**config.mk**
```make
export PLATFORM = sky130hd
export DESIGN_NAME = fp_int_convert_pipe
export DESIGN_NICKNAME = d
export VERILOG_FILES = /design/src/rtl/fp_int_convert_pipe.sv
export SDC_FILE = /design/constraint.sdc
export NUM_CORES = 1
export LEC_CHECK = 0
export CORE_UTILIZATION = 46
export DETAILED_ROUTE_END_ITERATION = 10
export GPL_TIMING_DRIVEN = 0
export PLACE_DENSITY_LB_ADDON = 0.25
export SLEW_MARGIN = 0
export SYNTH_ARGS = -nofsm -noshare
export SYNTH_HDL_FRONTEND = slang
export SYNTH_SLANG_ARGS = --single-unit
```
**constraint.sdc**
```tcl
create_clock -name clk -period 5.56 [get_ports clk]
set_input_delay 0.556 -clock clk [delete_from_list [all_inputs] [get_ports clk]]
set_output_delay 0.556 -clock clk [all_outputs]
set_load 0.1 [all_outputs]
```
**src/rtl/fp_int_convert_pipe.sv**
```systemverilog
// Three-stage pipelined IEEE-754 single <-> INT_W-bit integer converter with
// RNE/RTZ rounding, F2I saturation and inexact/invalid flags.
module fp_int_convert_pipe #(
  parameter int unsigned INT_W = 32,
  parameter int unsigned TAG_W = 8
) (
  input  logic             clk,
  input  logic             rst,
  input  logic             in_valid,
  output logic             in_ready,
  input  logic [1:0]       in_op,
  input  logic             in_rm,
  input  logic [31:0]      in_data,
  input  logic [TAG_W-1:0] in_tag,
  output logic             out_valid,
  input  logic             out_ready,
  output logic [31:0]      out_data,
  output logic [TAG_W-1:0] out_tag,
  output logic             out_inexact,
  output logic             out_invalid
);

  localparam int unsigned LZ_W = 6;
  // Range limits as magnitudes; the saturated pattern equals the violated limit.
  localparam logic [33:0] MAX_U   = 34'((64'd1 << INT_W) - 64'd1);
  localparam logic [33:0] MAX_S   = 34'((64'd1 << (INT_W - 1)) - 64'd1);
  localparam logic [33:0] MIN_S   = 34'(64'd1 << (INT_W - 1));
  localparam logic [31:0] HI_MASK = ~32'((64'd1 << INT_W) - 64'd1);

  typedef struct packed {
    logic [1:0]       op;
    logic             rm;
    logic [TAG_W-1:0] tag;
    logic             sign;
    logic             nan;
    logic [7:0]       exp;
    logic [31:0]      mag;
    logic [LZ_W-1:0]  lz;
  } s1_t;

  typedef struct packed {
    logic [1:0]       op;
    logic             rm;
    logic [TAG_W-1:0] tag;
    logic             sign;
    logic             nan;
    logic             big;
    logic             zero;
    logic [32:0]      ival;
    logic             guard;
    logic             sticky;
    logic [7:0]       exp;
  } s2_t;

  function automatic logic [LZ_W-1:0] clz(input logic [INT_W-1:0] v);
    clz = LZ_W'(INT_W);
    for (int i = 0; i < int'(INT_W); i++) begin
      if (v[i]) clz = LZ_W'(int'(INT_W) - 1 - i);
    end
  endfunction

  logic adv;
  logic v1, v2;
  s1_t  s1_d, s1_q;
  s2_t  s2_d, s2_q;

  assign adv      = !out_valid || out_ready;
  assign in_ready = adv;

  // S1: unpack float fields, or integer magnitude plus leading-zero count
  logic [INT_W-1:0] i_raw, i_mag;
  logic             i_neg;

  always_comb begin
    i_raw = in_data[INT_W-1:0];
    i_neg = !in_op[0] && i_raw[INT_W-1];
    i_mag = i_neg ? (~i_raw + INT_W'(1)) : i_raw;
    s1_d      = '0;
    s1_d.op   = in_op;
    s1_d.rm   = in_rm;
    s1_d.tag  = in_tag;
    if (!in_op[1]) begin
      s1_d.sign = in_data[31];
      s1_d.exp  = in_data[30:23];
      s1_d.mag  = {8'd0, (in_data[30:23] != 8'd0), in_data[22:0]};
      s1_d.nan  = (in_data[30:23] == 8'hFF) && (in_data[22:0] != 23'd0);
    end else begin
      s1_d.sign = i_neg;
      s1_d.mag  = 32'(i_mag);
      s1_d.lz   = clz(i_mag);
    end
  end

  // S2: align to the integer binary point, or normalise the MSB to bit 31
  logic [8:0]      exp_eff, lsh, rsh;
  logic [48:0]     wide;
  logic [LZ_W-1:0] nsh;

  always_comb begin
    exp_eff = (s1_q.exp == 8'd0) ? 9'd1 : {1'b0, s1_q.exp};
    lsh     = exp_eff - 9'd150;
    rsh     = 9'd150 - exp_eff;
    // Shifting past 25 only moves bits deeper into sticky, so clamp there.
    wide    = {s1_q.mag[23:0], 25'd0} >> ((rsh > 9'd25) ? 9'd25 : rsh);
    nsh     = s1_q.lz + LZ_W'(32 - INT_W);
    s2_d      = '0;
    s2_d.op   = s1_q.op;
    s2_d.rm   = s1_q.rm;
    s2_d.tag  = s1_q.tag;
    s2_d.sign = s1_q.sign;
    s2_d.nan  = s1_q.nan;
    if (!s1_q.op[1]) begin
      if (exp_eff >= 9'd150) begin
        // Beyond 2^33 every integer width overflows; Inf/NaN land here too.
        s2_d.big  = lsh > 9'd9;
        s2_d.ival = 33'(s1_q.mag[23:0]) << lsh[3:0];
      end else begin
        s2_d.ival   = 33'(wide[48:25]);
        s2_d.guard  = wide[24];
        s2_d.sticky = |wide[23:0];
      end
    end else begin
      s2_d.zero = (s1_q.mag == 32'd0);
      s2_d.ival = {1'b0, s1_q.mag << nsh};
      s2_d.exp  = 8'd127 + 8'(INT_W - 1) - {2'b00, s1_q.lz};
    end
  end

  // S3: round, saturate and pack
  logic             f_inc, i_inc, i_guard, i_sticky;
  logic [33:0]      rnd, lim;
  logic [INT_W-1:0] res_w;
  logic [24:0]      fsum;
  logic [22:0]      frac;
  logic [7:0]       fexp;
  logic [31:0]      res_d;
  logic             inx_d, inv_d;

  always_comb begin
    f_inc    = !s2_q.rm && s2_q.guard && (s2_q.sticky || s2_q.ival[0]);
    rnd      = 34'(s2_q.ival) + 34'(f_inc);
    if (s2_q.op[0]) lim = s2_q.sign ? 34'd0 : MAX_U;
    else            lim = s2_q.sign ? MIN_S : MAX_S;
    i_guard  = s2_q.ival[7];
    i_sticky = |s2_q.ival[6:0];
    i_inc    = !s2_q.rm && i_guard && (i_sticky || s2_q.ival[8]);
    fsum     = {1'b0, s2_q.ival[31:8]} + 25'(i_inc);
    frac     = fsum[24] ? fsum[23:1] : fsum[22:0];
    fexp     = s2_q.exp + 8'(fsum[24]);
    res_w    = INT_W'(s2_q.sign ? (~rnd + 34'd1) : rnd);
    res_d    = '0;
    inx_d    = 1'b0;
    inv_d    = 1'b0;
    if (!s2_q.op[1]) begin
      if (s2_q.nan) begin
        res_w = '0;
        inv_d = 1'b1;
      end else if (s2_q.big || (rnd > lim)) begin
        res_w = INT_W'(lim);
        inv_d = 1'b1;
      end else begin
        inx_d = s2_q.guard || s2_q.sticky;
      end
      res_d = 32'(res_w) | ((!s2_q.op[0] && res_w[INT_W-1]) ? HI_MASK : 32'd0);
    end else begin
      res_d = s2_q.zero ? 32'd0 : {s2_q.sign, fexp, frac};
      inx_d = i_guard || i_sticky;
    end
  end

  // Single global advance: every stage moves together or holds
  always_ff @(posedge clk) begin
    if (rst) begin
      v1          <= 1'b0;
      v2          <= 1'b0;
      s1_q        <= '0;
      s2_q        <= '0;
      out_valid   <= 1'b0;
      out_data    <= '0;
      out_tag     <= '0;
      out_inexact <= 1'b0;
      out_invalid <= 1'b0;
    end else if (adv) begin
      v1        <= in_valid;
      s1_q      <= s1_d;
      v2        <= v1;
      s2_q      <= s2_d;
      out_valid <= v2;
      if (v2) begin
        out_data    <= res_d;
        out_tag     <= s2_q.tag;
        out_inexact <= inx_d;
        out_invalid <= inv_d;
      end
    end
  end

endmodule

```
After elaboration in Yosys (flattened, before gate mapping)
Index checks and enable logic that the tools add are counted.
{ "word_totals": {"wordCells": 128, "reg_bits": 162, "output_inout_bits": 44, "inputBits": 47} }
{ "classes": {"muxes": 62, "eq_ne": 1, "magnitude_cmp": 4, "shifts": 3, "addsub": 8, "n_reduce_logical": 22, "bitwise": 2} }
{ "ops": {"columns": ["cell", "count"], "rows": [
  ["$mux 32", 10],
  ["$mux 6", 33],
  ["$mux 33", 2],
  ["$add 32x1->32 const B", 2],
  ["$not 32->32", 2],
  ["$shr 49x9->49", 1],
  ["$add 33x1->34", 1],
  ["$gt 34x32->1", 1],
  ["$shl 24x4->33", 1],
  ["$logic_not 32->1", 1],
  ["$shl 32x6->32", 1],
  ["$add 24x1->25", 1],
  ["$reduce_or 24->1", 1],
  ["$mux 23", 1],
  ["$reduce_bool 23->1", 1],
  ["$mux 9", 2],
  ["$mux 8", 2],
  ["$mux 1", 10],
  ["$gt 9x4->1 const B", 1],
  ["$gt 9x5->1 const B", 1],
  ["$sub 8x8->9 const A", 1],
  ["$sub 8x8->9 const B", 1],
  ["$add 8x1->8", 1],
  ["$eq 8x8->1 const B", 1],
  ["10 further kinds", 23]
]} }

Depth between registers and ports, before layout
{ "depth": {"word_depth": 36, "mapped_depth": 23, "mapped_depth_nobuf": 20} }

Worst setup path before layout
OpenSTA, ideal clock, no wires.
{ "synth_path": {"kind": "register to register", "startpoint": "register s2_q[10] in the netlist's numbering", "endpoint": "register out_data[21]", "required_ns": 5.432, "path_slack_ns": 0.823, "synth_period_minus_slack_ns": 4.737, "n_path_buf": 3, "path_stages_with_launch": 23, "t_arrival_ns": 4.609, "setup_ns": 0.128, "path_cell_list": "dfxtp_1 -> nor2_1 -> nor3b_1 -> ha_1 -> ha_1 -> nand4_1 -> or4_1 -> clkbuf_1 -> nor2_1 -> xnor2_1 -> inv_1 -> ha_1 -> nand4_1 -> or4_1 -> nor3_1 -> o21bai_1 -> nand3b_1 -> or2_1 -> buf_2 -> and3_1 -> clkbuf_1 -> a2111oi_0 -> nor2_1"} }
{ "synth_via": {"elab_chain_len": 9, "elab_cells_between_ends": 17, "cone_classes": "3 x add/sub; 1 x order compare; 6 x mux; 1 x bitwise; 6 x reduce/logical"} }
{ "synth_rtl": {"columns": ["element", "line", "source"], "rows": [
  ["start: declaration", "65", "s2_t s2_d, s2_q;"],
  ["start signal: assignment", "177", "s2_q <= '0;"],
  ["start signal: assignment", "187", "s2_q <= s2_d;"],
  ["$logic_or 1x1->1", "140", "f_inc = !s2_q.rm && s2_q.guard && (s2_q.sticky || s2_q.ival[0]);"],
  ["$logic_and 1x1->1", "140", null],
  ["$add 33x1->34", "141", "rnd = 34'(s2_q.ival) + 34'(f_inc);"],
  ["$not 32->32", "150", "res_w = INT_W'(s2_q.sign ? (~rnd + 34'd1) : rnd);"],
  ["$add 32x1->32", "150", null],
  ["$mux 32", "150", null],
  ["$mux 32", "158", "end else if (s2_q.big || (rnd > lim)) begin"],
  ["$mux 32", "155", "if (s2_q.nan) begin"],
  ["$mux 32 (*)", "154", "if (!s2_q.op[1]) begin"],
  ["end signal: assignment", "190", "out_data <= res_d;"],
  ["end: declaration", "17", "output logic [31:0] out_data,"]
]} }
Every way passes the cells marked *; elsewhere a longest branch is shown, timed or not.
A chain may end at the register's enable or synchronous reset.

Worst setup path after layout
{ "layout_path": {"startpoint": "register s1_q[44] in the netlist's numbering", "endpoint": "register s2_q[8] in the netlist's numbering"} }
{ "layout_via": {"elab_chain_len": 9, "elab_cells_between_ends": 10, "cone_classes": "1 x add/sub; 2 x order compare; 1 x shift; 4 x mux; 2 x reduce/logical"} }
{ "layout_rtl": {"columns": ["element", "line", "source"], "rows": [
  ["start: declaration", "64", "s1_t s1_d, s1_q;"],
  ["start signal: assignment", "176", "s1_q <= '0;"],
  ["start signal: assignment", "185", "s1_q <= s1_d;"],
  ["$logic_not 8->1", "100", "exp_eff = (s1_q.exp == 8'd0) ? 9'd1 : {1'b0, s1_q.exp};"],
  ["$mux 8 (*)", "100", null],
  ["$sub 8x8->9", "102", "rsh = 9'd150 - exp_eff;"],
  ["$gt 9x5->1", "104", "wide = {s1_q.mag[23:0], 25'd0} >> ((rsh > 9'd25) ? 9'd25 : rsh);"],
  ["$mux 9", "104", null],
  ["$shr 49x9->49", "104", null],
  ["$reduce_or 24->1", "120", "s2_d.sticky = |wide[23:0];"],
  ["$mux 2 (*)", "113", "if (exp_eff >= 9'd150) begin"],
  ["$mux 2 (*)", "112", "if (!s1_q.op[1]) begin"]
]} }
Marks and branches as above.

==> qor.yml <==
clk_pin_slew_ps: 70
holdCritStartpoint: "s2_q[48]"
cp_slowest_stage_delay_ps: 610
dominantRegCellSynth: "dfxtp_1"
p_comb_share_pct: 36.4
rrSetupSlack_ps: 190
vdd_drop_max_v: 0.000232
path_cells: "nor4_4 -> a21oi_2 -> inv_2 -> buf_2 -> clkbuf_4 -> ha_1 -> clkbuf_1 -> inv_1 -> clkbuf_1 -> nand2_1 -> o32ai_1 -> or3_1 -> o21ai_0 -> mux2i_1 -> nand4_1 -> nor4_2 -> o221ai_1"
htreeDepth: 4
power_density_nw_per_um2: 216
grt_pass1_wl_mm: 107
synth_edf_count: 0
instances_no_fill: 2774
diodes: 0
yosys.area_share.simple_pct: 23.7
cts_tree: "done"
syn_inst: 2206
crit_fanout: 10
worstSetupPathType: "reg2reg"
leakage_nw: 6.75
synth_top_area_cell: "dfxtp_1"
clockBufferDepth: 2
antenna_found_initial: 1
dpl.cell_count: 2736
synth_xor_area_share_pct: 6.88
overflow: 0
nNetsFinal: 2405
insertion_delay_ps: 460
crit_family: "buffers and inverters"
core_region_area_sq_um: 33600
cell_internal_pwr_w: 0.00231
drt_iter0_markers: 2398
drcViolationCount: 0
cts_made_buffers: 17
clock-sinks: 162
yosysMostFrequentCell: "nand2_1"
synthTopCellsByArea: "dfxtp_1, mux2i_1, a21oi_1"
avgViaCountPerCell: 6.66
synth_seq_cells: 162
drive_above_1_share_pct: 7.95
p_sw_share_pct: 40.5
yosys_warnings: 0
synth_mux_area_share_pct: 11.0
fmax_mhz: 186
cap_violations: 0
place.gp.congestion: 0.994
synthAdderAreaFrac_pct: 3.57
skew_ps: 19.9
cp-start-kind: "register"
start_util_pct: 47.0
p_seq_share_pct: 32.8
clockPowerShare_pct: 30.8
crit_required_ps: 5880
slew_headroom_pct: 24.5
wl_mm: 70.5
period_share_pct: 96.7
vias: 18472
p_sw_w: 0.00157
synth_top_family_by_area: "compound AO/OA/AOI/OAI gates"
hold_class: "reg2reg"
status: "finished, final reports clean"
ant_nets: 0
synthArstFlopShare_pct: 0
hold_viol: 0
grt_pass1_vias: 17429
worstReg2RegStart: "s1_q[44]"
first_pass_iters: 9
slew_violations: 0
die_area_sq_um: 35100
cp_slowest_cell: "o32ai_1"
synth_seq_area_share_pct: 20.5
yosys.area.top_type_share_pct: 20.5
cts_root_buf: "clkbuf_16"
ys_types: 92
synth_commonest_cells: "nand2_1, nor2_1, a21oi_1"
syn_nets: 2298
synth_area_sq_um: 15800
setup_viol: 0
cp-startpoint: "s1_q[44]"
routedWlPerCell_microns: 25.4
post-route-min-period_ps: 5370
power_w: 0.00388
synth.avg_cell_area_sq_um: 7.16
die_w_microns: 187
io_buffers: 81
cp-end-kind: "register"
area.growth.synth_to_final_pct: 13.8
whs_endpoint: "out_tag[1]"
timing.rr.end: "s2_q[8]"
whs_path_depth: 2
hpwlAfterDp_mm: 54.8
crit_buf_inv: 6
ios: 91
synth_compound_area_share_pct: 27.7
fin_util_pct: 53.5
num_rows: 67
worst-r2r-cell-count: 17
worst_pin_slew_ps: 1130
critPathArrivalTime_ps: 5700
grt_max_degree: 25
cpMostUsedCell: "clkbuf_1"
die_h_microns: 187
grt_usage_pct: 39.7
[layout make-up]
| cell class | instances | area, sq um |
|---|---|---|
| fillers | 3394 | 15600 |
| multi-input cells | 1779 | 11600 |
| flip-flops and latches | 162 | 3250 |
| repair buffers | 90 | 896 |
| plain buffers | 205 | 841 |
| well taps | 448 | 561 |
| clock buffers | 18 | 429 |
| inverters | 58 | 218 |
| clock inverters | 14 | 144 |
[sequential cells by signal, summed over array words and instances, names as in the netlist]
register,cells
v1,1
v2,1
out_tag,8
out_inexact,1
out_data,32
s1_q,59
out_valid,1
i_guard,1
s2_q,57
out_invalid,1
[how the worst max path moves through the flow]
stage          depth (start not counted)            to
5_1_grt                               20  out_data[21]
4_1_cts                               20  out_data[21]
2_1_floorplan                         22  out_data[21]
3_3_place_gp                          20   out_data[8]
3_5_place_dp                          20   out_data[8]
6_report                              17       s2_q[8]
[power groups by stage]
stage / Sequential (W) / Combinational (W) / Clock, W
6_report: 0.00127 / 0.00141 / 0.00120
2_1_floorplan: 0.00138 / 0.000822 / 0
5_1_grt: 0.00128 / 0.00149 / 0.00125
3_5_place_dp: 0.00129 / 0.00134 / 0
3_3_place_gp: 0.00129 / 0.00133 / 0
4_1_cts: 0.00127 / 0.00135 / 0.00120
[worst min-delay path, stage by stage, from the launching register on]
cell and delay [ps]:
dfxtp_1 310, nand2_1 50, a21oi_1 50
[metal layers]
metal | up-vias | global-route usage, % | routed length, microns
li1 | 8326 | - | -
met3 | 178 | 10.5 | 7900
met5 | - | 0 | 0
met4 | 0 | 16.1 | 2620
met1 | 8867 | 55.3 | 30900
met2 | 1101 | 57.7 | 29100
[what timing repair did]
action / 4_1_cts / 5_1_grt
cloned: 0 / 0
setup buffers: 0 / 7
hold buffers: 0 / 0
hold endpoints to repair: 0 / 0
resized for setup: 16 / 24
setup endpoints to repair: 33 / 43
pin swaps: 0 / 6
[logic make-up after synthesis]
kind of cell,after synthesis
and+or+nand+nor,788
DFF,162
muxes,148
buffers and inverters,265
AOI/OAI and AO/OA,674
xor gates and xnor gates,124
adders and majority gates,45
[per-stage QoR]
step	setup TNS, ps	worst slack [ps]	instance area (sq um)	hold WS [ps]
final	0	186	18000	453
after global placement	-13430	-811	17200	441
after detailed placement	-12880	-759	17200	446
after global routing	-22.0	-22.0	18000	464
after CTS	0	24.9	17800	454
after floorplan	0	823	15800	432
[cells in the final DEF, fill, tap and decap left out, types with 58 or more instances in the layout]
cell type / instances
dfxtp_1: 160
nor2_1: 201
a21oi_1: 195
o21ai_0: 152
nand3_1: 75
mux2i_1: 110
nand2_1: 261
clkdlybuf4s50_1: 81
clkbuf_1: 156
xnor2_1: 83
nor3_1: 58
No activity file was read; power rests on OpenSTA's default activity.
